$ cat src/rtl/pipelined_cla_addsub.sv
// Pipelined carry-lookahead adder/subtractor: one CHUNK-bit slice is resolved per stage, carry registered between stages.
// Latency STAGES cycles; capacity STAGES+1 results; in_ready drops only when every stage and the output register are held.
module pipelined_cla_addsub #(
    parameter int WIDTH  = 16,
    parameter int STAGES = 4
) (
    input  logic             clk,
    input  logic             rst,
    input  logic             in_valid,
    output logic             in_ready,
    input  logic [WIDTH-1:0] a,
    input  logic [WIDTH-1:0] b,
    input  logic             c_in,
    input  logic             sub,
    output logic             out_valid,
    input  logic             out_ready,
    output logic [WIDTH-1:0] sum,
    output logic             c_out,
    output logic             ovf,
    output logic             zero
);
    localparam int CHUNK  = WIDTH / STAGES;
    localparam int GROUPS = CHUNK / 4;

    // Returns {carry into slice MSB, carry out of slice, slice sum}.
    function automatic logic [CHUNK+1:0] slice_add(input logic [CHUNK-1:0] x,
                                                   input logic [CHUNK-1:0] y,
                                                   input logic ci);
        logic [CHUNK-1:0] g;
        logic [CHUNK-1:0] p;
        logic [CHUNK:0]   c;
        g    = x & y;
        p    = x ^ y;
        c    = '0;
        c[0] = ci;
        for (int q = 0; q < GROUPS; q++) begin
            int i;
            i = 4 * q;
            c[i+1] = g[i] | (p[i] & c[i]);
            c[i+2] = g[i+1] | (p[i+1] & g[i]) | (p[i+1] & p[i] & c[i]);
            c[i+3] = g[i+2] | (p[i+2] & g[i+1]) | (p[i+2] & p[i+1] & g[i])
                   | (p[i+2] & p[i+1] & p[i] & c[i]);
            c[i+4] = g[i+3] | (p[i+3] & g[i+2]) | (p[i+3] & p[i+2] & g[i+1])
                   | (p[i+3] & p[i+2] & p[i+1] & g[i])
                   | (p[i+3] & p[i+2] & p[i+1] & p[i] & c[i]);
        end
        return {c[CHUNK-1], c[CHUNK], p ^ c[CHUNK-1:0]};
    endfunction

    logic [STAGES-1:0] r_v;
    logic [STAGES-1:0] r_c;
    logic [WIDTH-1:0]  r_a [STAGES];
    logic [WIDTH-1:0]  r_b [STAGES];
    logic [WIDTH-1:0]  r_s [STAGES];
    logic              r_out_v;
    logic [WIDTH-1:0]  r_sum;
    logic              r_cout;
    logic              r_ovf;
    logic              r_zero;

    logic [STAGES:0]   w_adv;
    logic [CHUNK+1:0]  w_res [STAGES];
    logic [WIDTH-1:0]  w_nxt [STAGES];

    // A stage may advance unless it and everything downstream is occupied and stalled.
    always_comb begin
        logic l_full;
        l_full        = r_out_v & ~out_ready;
        w_adv[STAGES] = ~l_full;
        for (int k = STAGES - 1; k >= 0; k--) begin
            l_full   = l_full & r_v[k];
            w_adv[k] = ~l_full;
        end
    end

    always_comb begin
        for (int k = 0; k < STAGES; k++) begin
            w_res[k] = slice_add(r_a[k][k*CHUNK +: CHUNK], r_b[k][k*CHUNK +: CHUNK], r_c[k]);
            w_nxt[k] = r_s[k] | (WIDTH'(w_res[k][CHUNK-1:0]) << (k * CHUNK));
        end
    end

    always_ff @(posedge clk or posedge rst) begin
        if (rst) begin
            r_v     <= '0;
            r_c     <= '0;
            for (int k = 0; k < STAGES; k++) begin
                r_a[k] <= '0;
                r_b[k] <= '0;
                r_s[k] <= '0;
            end
            r_out_v <= 1'b0;
            r_sum   <= '0;
            r_cout  <= 1'b0;
            r_ovf   <= 1'b0;
            r_zero  <= 1'b0;
        end else begin
            // Subtraction is folded in here so downstream stages only ever add.
            if (w_adv[0]) begin
                r_v[0] <= in_valid;
                if (in_valid) begin
                    r_a[0] <= a;
                    r_b[0] <= sub ? ~b : b;
                    r_c[0] <= sub | c_in;
                    r_s[0] <= '0;
                end
            end
            for (int k = 1; k < STAGES; k++) begin
                if (w_adv[k]) begin
                    r_v[k] <= r_v[k-1];
                    if (r_v[k-1]) begin
                        r_a[k] <= r_a[k-1];
                        r_b[k] <= r_b[k-1];
                        r_s[k] <= w_nxt[k-1];
                        r_c[k] <= w_res[k-1][CHUNK];
                    end
                end
            end
            if (w_adv[STAGES]) begin
                r_out_v <= r_v[STAGES-1];
                if (r_v[STAGES-1]) begin
                    r_sum  <= w_nxt[STAGES-1];
                    r_cout <= w_res[STAGES-1][CHUNK];
                    r_ovf  <= w_res[STAGES-1][CHUNK+1] ^ w_res[STAGES-1][CHUNK];
                    r_zero <= (w_nxt[STAGES-1] == '0);
                end
            end
        end
    end

    assign in_ready  = w_adv[0];
    assign out_valid = r_out_v;
    assign sum       = r_sum;
    assign c_out     = r_cout;
    assign ovf       = r_ovf;
    assign zero      = r_zero;

endmodule
$ cat config.mk
export PLATFORM = sky130hd
export DESIGN_NAME = pipelined_cla_addsub
export DESIGN_NICKNAME = d
export VERILOG_FILES = /design/src/rtl/pipelined_cla_addsub.sv
export SDC_FILE = /design/constraint.sdc
export NUM_CORES = 1
export LEC_CHECK = 0
export ABC_AREA = 1
export BUFFER_PORTS_ARGS = -buffer_cell sky130_fd_sc_hd__buf_2
export CAP_MARGIN = 20
export CORE_MARGIN = 2
export CORE_UTILIZATION = 53
export CTS_CLUSTER_SIZE = 28
export DETAILED_ROUTE_END_ITERATION = 10
export PLACE_DENSITY = 0.86
export RECOVER_POWER = 100
export SLEW_MARGIN = 20
export SYNTH_ARGS = -nofsm -noshare
export SYNTH_HDL_FRONTEND = slang
export SYNTH_SLANG_ARGS = --single-unit
$ cat constraint.sdc
create_clock -name clk -period 4.7 [get_ports clk]
set_clock_uncertainty 0.2 [all_clocks]
set_input_delay 0.705 -clock clk [delete_from_list [all_inputs] [get_ports clk]]
set_output_delay 0.705 -clock clk [all_outputs]
set_load 0.05 [all_outputs]
==> results.cfg <==
[die]
dieArea_um2 = 12100
ios = 59
core_area_um2 = 10900
rows = 38
start_util = 0.546
die_h_um = 110
die_x_um = 110

[layout]
syn_to_final_growth_pct = 14.2
nets = 797
nFillCells = 913
drive_gt1_frac = 0.0957
multi_input_area_um2 = 2300
seqCellArea_um2 = 3300
diodes = 0

[logic_synthesis]
syn-cell-area_um2 = 5940
yosysWarnings = 0
seq_area_frac_synth = 0.556
syn_inst = 686
synth-async-reset-ratio = 1.00
ys_ff_latch = 132
yosysTopAreaCellShare = 0.556
ys_types = 28
synth_area_leaders = dfrtp_1, nand2_1, nand3_1
synth_flop_cell = dfrtp_1
synth_nets = 744
synth_area_per_cell_um2 = 8.66
synth_edf_count = 0
synth_top_area_cell = dfrtp_1

[sta]
min_period_over_period = 0.683
worstMarginPinSlew_ps = 2410
finalSetupTns_ps = 0
setup_viol = 0
final_hold_viol_count = 0
slew_violations = 58
final.min_clock_period_ps = 3210
rsz0062_at_grt = false
slew_headroom = -0.615
fmax_ghz = 0.311

[pwr]
ir_drop_v = 0.000423
finalPower_mw = 4.32
powerDensity_nw_per_um2 = 636
power_leakage_nw = 3.68

[drt]
drtAntennaViolNets = 0
first_iter_violations = 329
wl_per_cell_um = 12.8
viasPerCell = 5.04
drc_errors = 0
first_pass_iters = 5
wl_mm = 11.4
dr_total_vias = 4495

[critical_path]
cp-end-kind = primary output
required_ps = 3800
crit_arrival_ps = 2310
startpoint_type = register
crit_chain = clkinv_1 > nor2_1 > nand3_1 > nor2_1 > nand2_4 > clkbuf_1
path_common_cell = nor2_1
slowest_delay_ps = 380
path_class = reg -> out
worstPathMaxFanout = 36
critPathSlowestCell = clkbuf_1

[clocking]
holdBufCountCts = 0
clock_latency_ps = 520
cts_buffers = 17
cts_tree = built
htree_levels = 4
cts_resized = 0
clkSinkCount = 132
path_clk_slew_ps = 60
clock_path_buffers = 2
cts_root_buffer = clkbuf_8
post-cts-setup-buffers = 0

[global_route]
grt_pass1_wl_mm = 19.3
use_met3 = 0.0510
grt_pass1_vias = 4340
grt_start_max_net_pins = 58
top_usage_layer = met2
antenna_found_initial = 0
use_met1 = 0.265
overflow = 0
grt_usage = 0.207
grt.met2_usage = 0.347

[place]
hpwl_mm = 7.45
routabilityCongestion = 0.783
port_buffers = 58

[run]
drv_cap = 1

[worst_hold_path]
hold_path_class = in -> reg

[status]
status = finished, violations left
violations = max-capacitance violations, max-slew violations
-- flip-flops by register name, summed over array words and instances, names as in the netlist --
register	flops
zero	1
sum	16
r_b	40
r_s	24
r_v	4
c_out	1
ovf	1
r_a	40
r_c	4
out_valid	1
-- layout by cell type (no fill, tap or decap), drive strengths merged --
master and n:
clkbuf 48, buf 38, nand3 52, nor2 22, nand4 3, o22ai 1
dfrtp 132, fa 4, xnor2 1, xor2 19, or2 1, bufinv 2
o21ai 27, inv 34, a21oi 11, a31oi 1, clkinvlp 2, ha 16
nand3b 5, nand2 328, clkinv 5
-- path summary, 6_finish.rpt --
kind | slack, ps | end | startpoint | depth (start not counted)
max in group asynchronous | 1810 | r_c[1] | rst | 3
worst min-delay path | 210 | r_a[51] | a[3] | 3
worst min register to register | 260 | r_a[13] | r_a[29] | 2
worst max register to register | 1610 | r_a[40] | out_valid | 9
min in group asynchronous | 630 | sum[6] | rst | 2
worst max-delay path | 1490 | in_ready | out_valid | 6
-- power by group --
part,switching (mW),total (mW),internal [mW]
Combinational,0.918,1.31,0.394
Sequential,0.219,1.71,1.49
Clock,0.467,1.29,0.826
-- Yosys cell counts, types with 3 or more instances --
cell type / count
a21oi_1: 11
buf_1: 3
buf_2: 14
buf_6: 5
clkbuf_1: 4
dfrtp_1: 132
fa_1: 4
ha_1: 16
inv_1: 32
inv_2: 4
nand2_1: 324
nand3_1: 51
nand3b_1: 5
nand4_1: 3
nor2_1: 19
o21ai_0: 25
xor2_1: 19
-- critical path, delay by kind of cell (launching register included) --
kind,cells,cell delay [ps]
buf+inv,2,450
flops,1,370
simple gates,4,960
-- per-layer routing --
metal | share of wire | vias up | wire (um)
met4 | 0.0097 | 0 | 111
met3 | 0.046 | 13 | 522
met2 | 0.48 | 112 | 5500
met1 | 0.46 | 2112 | 5260
li1 | - | 2258 | -
met5 | 0 | - | 0
-- final cells by class --
cell class	count	area share
clock buffers	25	0.0728
clock inverters	7	0.0140
inverters	36	0.0201
multi-input cells	491	0.339
flip-flops and latches	132	0.487
well taps	140	0.0258
repair buffers	61	0.0413
-- metrics by stage --
step / util / instance area, um^2 / worst slack [ps] / hold WS [ps] / cells
after global routing: 0.624 / 6790 / 1230 / 222 / 892
after detailed placement: 0.576 / 6270 / 2010 / 259 / 860
final: 0.624 / 6790 / 1490 / 214 / 892
after floorplan: - / 5940 / 269 / 242 / 686
after global placement: 0.576 / 6270 / 2040 / 252 / 860
after CTS: 0.630 / 6860 / 1890 / 110 / 892
-- cells by family after synthesis --
family / share of synthesized area
and+or+nand+nor: 0.284
DFF: 0.556
adders and majority gates: 0.0472
xor gates and xnor gates: 0.0295
buffers and inverters: 0.0497
AOI/OAI and AO/OA: 0.0341
Power figures use the tool's default switching activity.
